File: src/rtl/mxint_exp_sched.sv
// Round-robin scheduler sharing one mxint_exp unit between NUM_REQ requesters,
// routing results back in issue order through a tag FIFO. Row lock: MXINT_EXP_SCHED_ROW_LOCK_EN.
module mxint_exp_sched #(
  parameter int NUM_REQ            = 4,
  parameter int BLOCK_SIZE         = 16,
  parameter int DATA_IN_MAN_WIDTH  = 8,
  parameter int DATA_IN_EXP_WIDTH  = 3,
  parameter int DATA_OUT_MAN_WIDTH = 10,
  parameter int DATA_OUT_EXP_WIDTH = 4,
  parameter int TAG_DEPTH          = 8
) (
  input  logic                          clk,
  input  logic                          rst,
  input  logic [DATA_IN_MAN_WIDTH-1:0]  req_mdata_in [NUM_REQ][BLOCK_SIZE],
  input  logic [DATA_IN_EXP_WIDTH-1:0]  req_edata_in [NUM_REQ],
  input  logic [NUM_REQ-1:0]            req_valid,
  input  logic [NUM_REQ-1:0]            req_last,
  output logic [NUM_REQ-1:0]            req_ready,
  output logic [DATA_IN_MAN_WIDTH-1:0]  exp_mdata_out [BLOCK_SIZE],
  output logic [DATA_IN_EXP_WIDTH-1:0]  exp_edata_out,
  output logic                          exp_valid,
  input  logic                          exp_ready,
  input  logic [DATA_OUT_MAN_WIDTH-1:0] exp_mdata_in [BLOCK_SIZE],
  input  logic [DATA_OUT_EXP_WIDTH-1:0] exp_edata_in [BLOCK_SIZE],
  input  logic                          exp_in_valid,
  output logic                          exp_in_ready,
  output logic [DATA_OUT_MAN_WIDTH-1:0] rsp_mdata_out [BLOCK_SIZE],
  output logic [DATA_OUT_EXP_WIDTH-1:0] rsp_edata_out [BLOCK_SIZE],
  output logic [NUM_REQ-1:0]            rsp_valid,
  input  logic [NUM_REQ-1:0]            rsp_ready,
  output logic [$clog2(TAG_DEPTH):0]    inflight,
  output logic                          err
);

  localparam int IDW = (NUM_REQ > 1) ? $clog2(NUM_REQ) : 1;
  localparam int PW  = $clog2(TAG_DEPTH);
  localparam int CW  = PW + 1;
  localparam logic [CW-1:0] FULL_CNT = CW'(TAG_DEPTH);

  typedef logic [IDW-1:0] id_t;

  id_t            ptr_q, ptr_d;
  logic [PW-1:0]  wr_q, wr_d, rd_q, rd_d;
  logic [CW-1:0]  cnt_q, cnt_d;
  logic           err_q, err_d;
  logic           hold_q, hold_d;
  id_t            hold_id_q, hold_id_d;
  id_t            tag_mem_q [TAG_DEPTH];
  id_t            tag_mem_d [TAG_DEPTH];
`ifdef MXINT_EXP_SCHED_ROW_LOCK_EN
  logic           lock_q, lock_d;
  id_t            lock_id_q, lock_id_d;
`else
  logic           unused_last;
  assign unused_last = ^req_last;
`endif

  id_t  grant, head;
  logic cand_valid, full, empty, push, pop;

  // First valid requester at or after p, wrapping at NUM_REQ.
  function automatic id_t rr_pick(input id_t p, input logic [NUM_REQ-1:0] v);
    id_t pick;
    int  s;
    pick = p;
    for (int i = NUM_REQ - 1; i >= 0; i--) begin
      s = int'(p) + i;
      if (s >= NUM_REQ) s = s - NUM_REQ;
      if (v[id_t'(s)]) pick = id_t'(s);
    end
    return pick;
  endfunction

  assign full  = (cnt_q == FULL_CNT);
  assign empty = (cnt_q == '0);
  assign head  = tag_mem_q[rd_q];

  // NOTE: every output of a combinational block gets a default first, otherwise
  // an uncovered path holds its old value and synthesis infers a latch.
  always_comb begin
    grant      = rr_pick(ptr_q, req_valid);
    cand_valid = |req_valid;
    // A beat stalled by exp_ready keeps its owner so arbitration cannot swap it.
    if (hold_q) begin
      grant      = hold_id_q;
      cand_valid = req_valid[hold_id_q];
    end
`ifdef MXINT_EXP_SCHED_ROW_LOCK_EN
    if (lock_q) begin
      grant      = lock_id_q;
      cand_valid = req_valid[lock_id_q];
    end
`endif
    exp_valid        = cand_valid && !full;
    req_ready        = '0;
    req_ready[grant] = exp_ready && !full;
    for (int k = 0; k < BLOCK_SIZE; k++) exp_mdata_out[k] = req_mdata_in[grant][k];
    exp_edata_out    = req_edata_in[grant];
    push             = exp_valid && exp_ready;

    rsp_valid        = '0;
    rsp_valid[head]  = exp_in_valid && !empty;
    exp_in_ready     = rsp_ready[head] && !empty;
    pop              = exp_in_valid && exp_in_ready;
  end

  assign rsp_mdata_out = exp_mdata_in;
  assign rsp_edata_out = exp_edata_in;
  assign inflight      = cnt_q;
  assign err           = err_q;

  always_comb begin
    ptr_d     = push ? ((grant == id_t'(NUM_REQ - 1)) ? '0 : grant + id_t'(1)) : ptr_q;
    hold_d    = exp_valid && !exp_ready;
    hold_id_d = grant;
    wr_d      = wr_q + PW'(push);
    rd_d      = rd_q + PW'(pop);
    cnt_d     = cnt_q + CW'(push) - CW'(pop);
    err_d     = err_q | (exp_in_valid && empty);
    tag_mem_d = tag_mem_q;
    if (push) tag_mem_d[wr_q] = grant;
`ifdef MXINT_EXP_SCHED_ROW_LOCK_EN
    lock_d    = lock_q;
    lock_id_d = lock_id_q;
    if (push) begin
      lock_d    = !req_last[grant];
      lock_id_d = grant;
    end
`endif
  end

  // NOTE: sequential state uses non-blocking assignments so every flop samples
  // the pre-edge values regardless of statement order.
  always_ff @(posedge clk or posedge rst) begin
    if (rst) begin
      ptr_q     <= '0;
      wr_q      <= '0;
      rd_q      <= '0;
      cnt_q     <= '0;
      err_q     <= 1'b0;
      hold_q    <= 1'b0;
      hold_id_q <= '0;
`ifdef MXINT_EXP_SCHED_ROW_LOCK_EN
      lock_q    <= 1'b0;
      lock_id_q <= '0;
`endif
    end else begin
      ptr_q     <= ptr_d;
      wr_q      <= wr_d;
      rd_q      <= rd_d;
      cnt_q     <= cnt_d;
      err_q     <= err_d;
      hold_q    <= hold_d;
      hold_id_q <= hold_id_d;
`ifdef MXINT_EXP_SCHED_ROW_LOCK_EN
      lock_q    <= lock_d;
      lock_id_q <= lock_id_d;
`endif
    end
  end

  // NOTE: the tag storage is not reset; an entry is only read while the
  // occupancy count says it holds a live tag.
  always_ff @(posedge clk) begin
    tag_mem_q <= tag_mem_d;
  end

endmodule

File: config.mk
export PLATFORM = sky130hd
export DESIGN_NAME = mxint_exp_sched
export DESIGN_NICKNAME = d
export VERILOG_FILES = /design/src/rtl/mxint_exp_sched.sv
export SDC_FILE = /design/constraint.sdc
export NUM_CORES = 1
export LEC_CHECK = 0
export CAP_MARGIN = 20
export CORE_AREA = 3 3 447 449
export DETAILED_ROUTE_END_ITERATION = 7
export DIE_AREA = 0 0 450 452
export REMOVE_ABC_BUFFERS = 1
export SYNTH_ARGS = -nofsm -noshare
export SYNTH_HDL_FRONTEND = slang
export SYNTH_SLANG_ARGS = --single-unit
File: constraint.sdc
create_clock -name clk -period 3.79 [get_ports clk]
set_input_delay 0.758 -clock clk [delete_from_list [all_inputs] [get_ports clk]]
set_output_delay 0.758 -clock clk [all_outputs]
set_load 0.02 [all_outputs]
**Word-level counts from Yosys, hierarchy flattened**

Cells that the tools add are included.

- Mux-type cells: 39
- Order comparisons: 17
- Equal/unequal tests: 2
- Reductions and logical operators: 16
- $add $sub $neg: 12
- Bitwise gates (word level): 6

Operators with widths:

| kind | count |
|---|---|
| $bmux W128 S2 | 1 |
| $mux W128 | 2 |
| $mux W2 | 13 |
| $lt A2 B3 Y1 const B | 7 |
| $bwmux W16 | 1 |
| $bmux W1 S2 | 6 |
| $ge A3 B3 Y1 const B | 4 |
| $logic_and A1 B1 Y1 | 11 |
| $mux W1 | 9 |
| $and A4 B4 Y4 | 2 |
| $ge A4 B4 Y1 const B | 2 |
| $not A3 Y4 | 2 |
| $sub A2 B1 Y2 const B | 4 |
| $add A2 B2 Y3 const B | 2 |
| $add A3 B1 Y3 | 2 |
| $bmux W2 S3 | 1 |
| $bmux W3 S2 | 1 |
| $demux W2 S3 | 1 |
| $mux W3 | 2 |
| $add A4 B1 Y4 | 1 |
| $demux W1 S2 | 2 |
| $eq A4 B4 Y1 const B | 1 |
| $ge A2 B1 Y1 const B | 2 |
| $logic_not A4 Y1 | 1 |
| other kinds (10) | 12 |

- Bits of input ports: 764
- Output and inout bits: 370
- Bits in registers: 32
- Logic and storage cells: 107

**Longest topological paths before layout**

- Depth in word-level cells: 15
- Depth in mapped cells: 11
- Gate-level depth less buffers: 10

**Worst setup path after synthesis**

Ideal clock, no wire load.

- Path kind: in2out
- Start: input port req_valid[1]
- End: output port exp_mdata_out[100] (netlist name)
- Path slack: 0.444 ns
- Stages: 7
- Arrival: 2.588 ns
- Path buffers: 2
- Data required time: 3.032 ns
- Cell sequence: or2_1 > a21oi_1 > o41ai_2 > inv_2 > clkbuf_1 > buf_2 > mux2i_1

RTL lines:

| element | RTL line | source |
|---|---|---|
| start: declaration | 16 | `input logic [NUM_REQ-1:0] req_valid,` |
| end: declaration | 19 | `output logic [DATA_IN_MAN_WIDTH-1:0] exp_mdata_out [BLOCK_SIZE],` |

==> impl_metrics.csv <==
group,metric,value,unit
outcome,outcome,"finished, violations left",
outcome,violations,"setup timing",
logic_synthesis,synthAdderAreaFrac,2.600,%
timing,worst_pin_slew,0.7567,ns
logic_synthesis,yosys.area_share.simple,2.950,%
die,io_pins,1134,
logic_synthesis,synth_top_family_by_area,"multiplexers",
logic_synthesis,synth-compound-area-share,1.550,%
timing,finalSetupTns,-0.06628,ns
global_route,grt_pass1_vias,9446,
global_route,antenna_found_initial,187,
pwr,p_per_area,761.7,nW/um2
cts,cts_hold_buf,0,
global_route,grt_max_degree,27,
setup_path,cp_cell_sequence,"clkdlybuf4s15_2, a21boi_1, a2111o_1, nand3_4, bufbuf_16, buf_4, buf_4, mux2i_1, mux2i_1, buf_12",
logic_synthesis,synthCells,791,
finish,drive_gt1_share,20.73,%
setup_path,ff2ff_path_depth,9,
setup_path,cp_num_buf_inv,5,
timing,clock.fmax,0.2593,GHz
setup_path,r2r-start,"rd_q[0]",
setup_path,cp_top_family,"buffers and inverters",
finish,fillCellCount,22770,
cts,cts_tree,"built",
setup_path,critPathLaunch,"req_valid[2]",
logic_synthesis,synth_top_cells_by_area,"mux2i_1 (53%), buf_4 (22%), edfxtp_1 (6.4%)",
logic_synthesis,synthFlopType,"edfxtp_1",
logic_synthesis,ys_seq_area_share,11.73,%
setup_path,path_class,"primary input to output port",
timing,post-route-min-period,3.856,ns
setup_path,start_kind,"primary input",
global_route,overflow,0,
placed_design,globalplace.congestion,1.106,
die,die_area,203400,um2
finish,area_growth,144.2,%
setup_path,cp_data_required_time,3.03,ns
min_path,min_path_type,"flip-flop to flip-flop",
timing,rsz0062_at_grt,"yes",
logic_synthesis,yosysWarnings,0,
timing,finalHoldViolCount,0,
cts,htreeDepth,2,
pwr,leakagePower,0.007011,uW
die,coreArea,196600,um2
setup_path,worstSetupEndpoint,"exp_mdata_out[46]",
global_route,grt_pass1_wl,222200,um
logic_synthesis,synth_edf_count,16,
placed_design,place_worst_setup_slack,-0.8889,ns
timing,max_slew_margin,48.11,%
timing,finalMaxSlewViolations,0,
setup_path,endpoint_kind,"output port",
pwr,vdd_drop_max,0.3395,mV
route,drt_iter0_drc,888,
global_route,track_usage,18.97,%
die,fp-row-count,163,
logic_synthesis,ys_seq_elements,32,
setup_path,critical_path.max_fanout,4,
logic_synthesis,syn_avg_cell_area,9.492,um2
route,viasPerCell,2.692,
route,firstDrtPassIters,5,
logic_synthesis,synth_xor_area_share,0.4666,%
placed_design,hpwl,188600,um
die,die_h,452,um
route,routed_wirelength,201200,um
logic_synthesis,synth_top_area_cell,"mux2i_1",
setup_path,cp_slowest_cell,"mux2i_1",
cts,cts_root_buf,"clkbuf_16",
finish,fin_nets,2085,
cts,cts_buffers,5,
logic_synthesis,synth_top_area_share,53.06,%
setup_path,ff2ff_setup_slack,0.31,ns
cts,worstSkewPairLatency,0.28,ns
timing,setup_ws,-0.06628,ns
logic_synthesis,syn_area,7508,um2
route,wl_per_cell,50.43,um
route,ant_nets,0,
placed_design,io_buffers,681,
setup_path,slowest_delay,0.50,ns
timing,finalSetupViolations,1,
route,route.detailed.drc,0,
setup_path,arrival,3.10,ns
die,dieWidth,450,um
logic_synthesis,async_flop_share,50.00,%
setup_path,r2r_end,"inflight[2]",
timing,finClkSkew,0.003905,ns
job,drv_cap,0,
cts,clk_path_buf_depth,2,
timing,fin_crit_sh,101.7,%
route,vias,10740,
logic_synthesis,synth_mux_area_share,54.76,%
setup_path,critical_path_depth,10,
cts,clock-sinks,32,
die,start_util,3.819,%
logic_synthesis,yosys.cell_types.count,35,
cts,clk_transition_reported_paths,0.05,ns
[per-layer routing]
layer  up-vias  track usage, %  wire length (um)
met5         -           13.04              4948
met4       148           2.516              4326
met3       395           31.04             68030
met2      1824           25.71             75840
met1      4674           12.86             48070
li1       3699               -                 -
[power by group]
group	leakage (uW)	internal, uW	switching [uW]
Clock	0.0000792	305	141
Sequential	0.000333	518	129
Combinational	0.00660	6420	6450
Total	0.00701	7240	6720
[how the worst min path moves through the flow]
stage | startpoint | to | slack [ns] | cells past startpoint
3_5_place_dp | err | err | 0.47 | 1
4_1_cts | err | err | 0.48 | 1
5_1_grt | err | err | 0.49 | 1
3_3_place_gp | err | err | 0.45 | 1
2_1_floorplan | rd_q[2] | rd_q[2] | 0.50 | 1
6_report | err | err | 0.47 | 1
[flip-flops by register name, summed over array words and instances (netlist names)]
register,flops
err,1
hold_id_q,2
hold_q,1
inflight,4
ptr_q,2
rd_q,3
tag_mem_q,16
wr_q,3
[what timing repair did]
| item | 4_1_cts | 5_1_grt |
|---|---|---|
| endpoints found under the setup margin | 124 | 2 |
| resized for setup | 127 | 3 |
| setup buffers | 22 | 0 |
| pin swaps | 3 | 0 |
| gates cloned | 3 | 0 |
[cells in the mapped netlist (all sizes together), types with 2 or more instances]
cell type,instances
and2,5
nor3,2
mux4,5
mux2i,398
buf,267
a21oi,3
xor2,4
nand2b,5
nor2,8
nor3b,2
nand3,3
nor4b,2
edfxtp,16
nand2,9
ha,14
inv,10
nor2b,2
dfrtp,16
nor4,2
clkbuf,2
a21boi,4
o21bai,2
[metrics by stage]
stage          instance area [um2]  total power (uW)  hold WS, ns  util [%]  cells
6_report                     18340             13970       0.4711     9.328   3990
5_1_grt                      18260             14440       0.4918     9.286   3957
4_1_cts                      18220             14170       0.4768     9.268   3947
3_5_place_dp                 17350             12830       0.4650     8.827   3918
3_3_place_gp                 17350             12750       0.4545     8.827   3918
2_1_floorplan                 5598              4219       0.5027         -    522
[final cells by class]
cell class / instances / area, um2 / area share [%]
multi-input combinational: 480 / 5077 / 27.69
sequential: 32 / 880.8 / 4.803
antenna: 43 / 107.6 / 0.5868
clock inverter: 3 / 37.54 / 0.2047
tap: 2640 / 3303 / 18.01
clock buffer: 5 / 125.1 / 0.6823
inverter: 10 / 45.04 / 0.2456
timing repair buffer: 777 / 8762 / 47.78
[kinds of logic after synthesis]
group	Yosys count
buffers and inverters	279
AO/OA/AOI/OAI	15
multiplexers	404
AND/OR/NAND/NOR	42
flip-flops	32
XOR/XNOR	4
adder cells (fa/ha/maj)	15
[placed cells by master (no fill, tap or decap), types with 3 or more instances in the layout]
cell type / instances
diode_2: 43
mux4_2: 5
edfxtp_1: 16
clkdlybuf4s50_1: 546
a21oi_1: 3
mux2i_2: 25
nor2_1: 8
a21boi_1: 4
ha_1: 14
mux2i_1: 350
and2_1: 5
nand2b_1: 5
mux2i_4: 23
inv_1: 7
nand2_1: 9
buf_6: 5
buf_12: 107
buf_16: 5
buf_4: 79
dfrtp_1: 16
clkbuf_16: 5
xor2_1: 4
dlygate4sd2_1: 26
No activity file was read; power rests on OpenSTA's default activity.
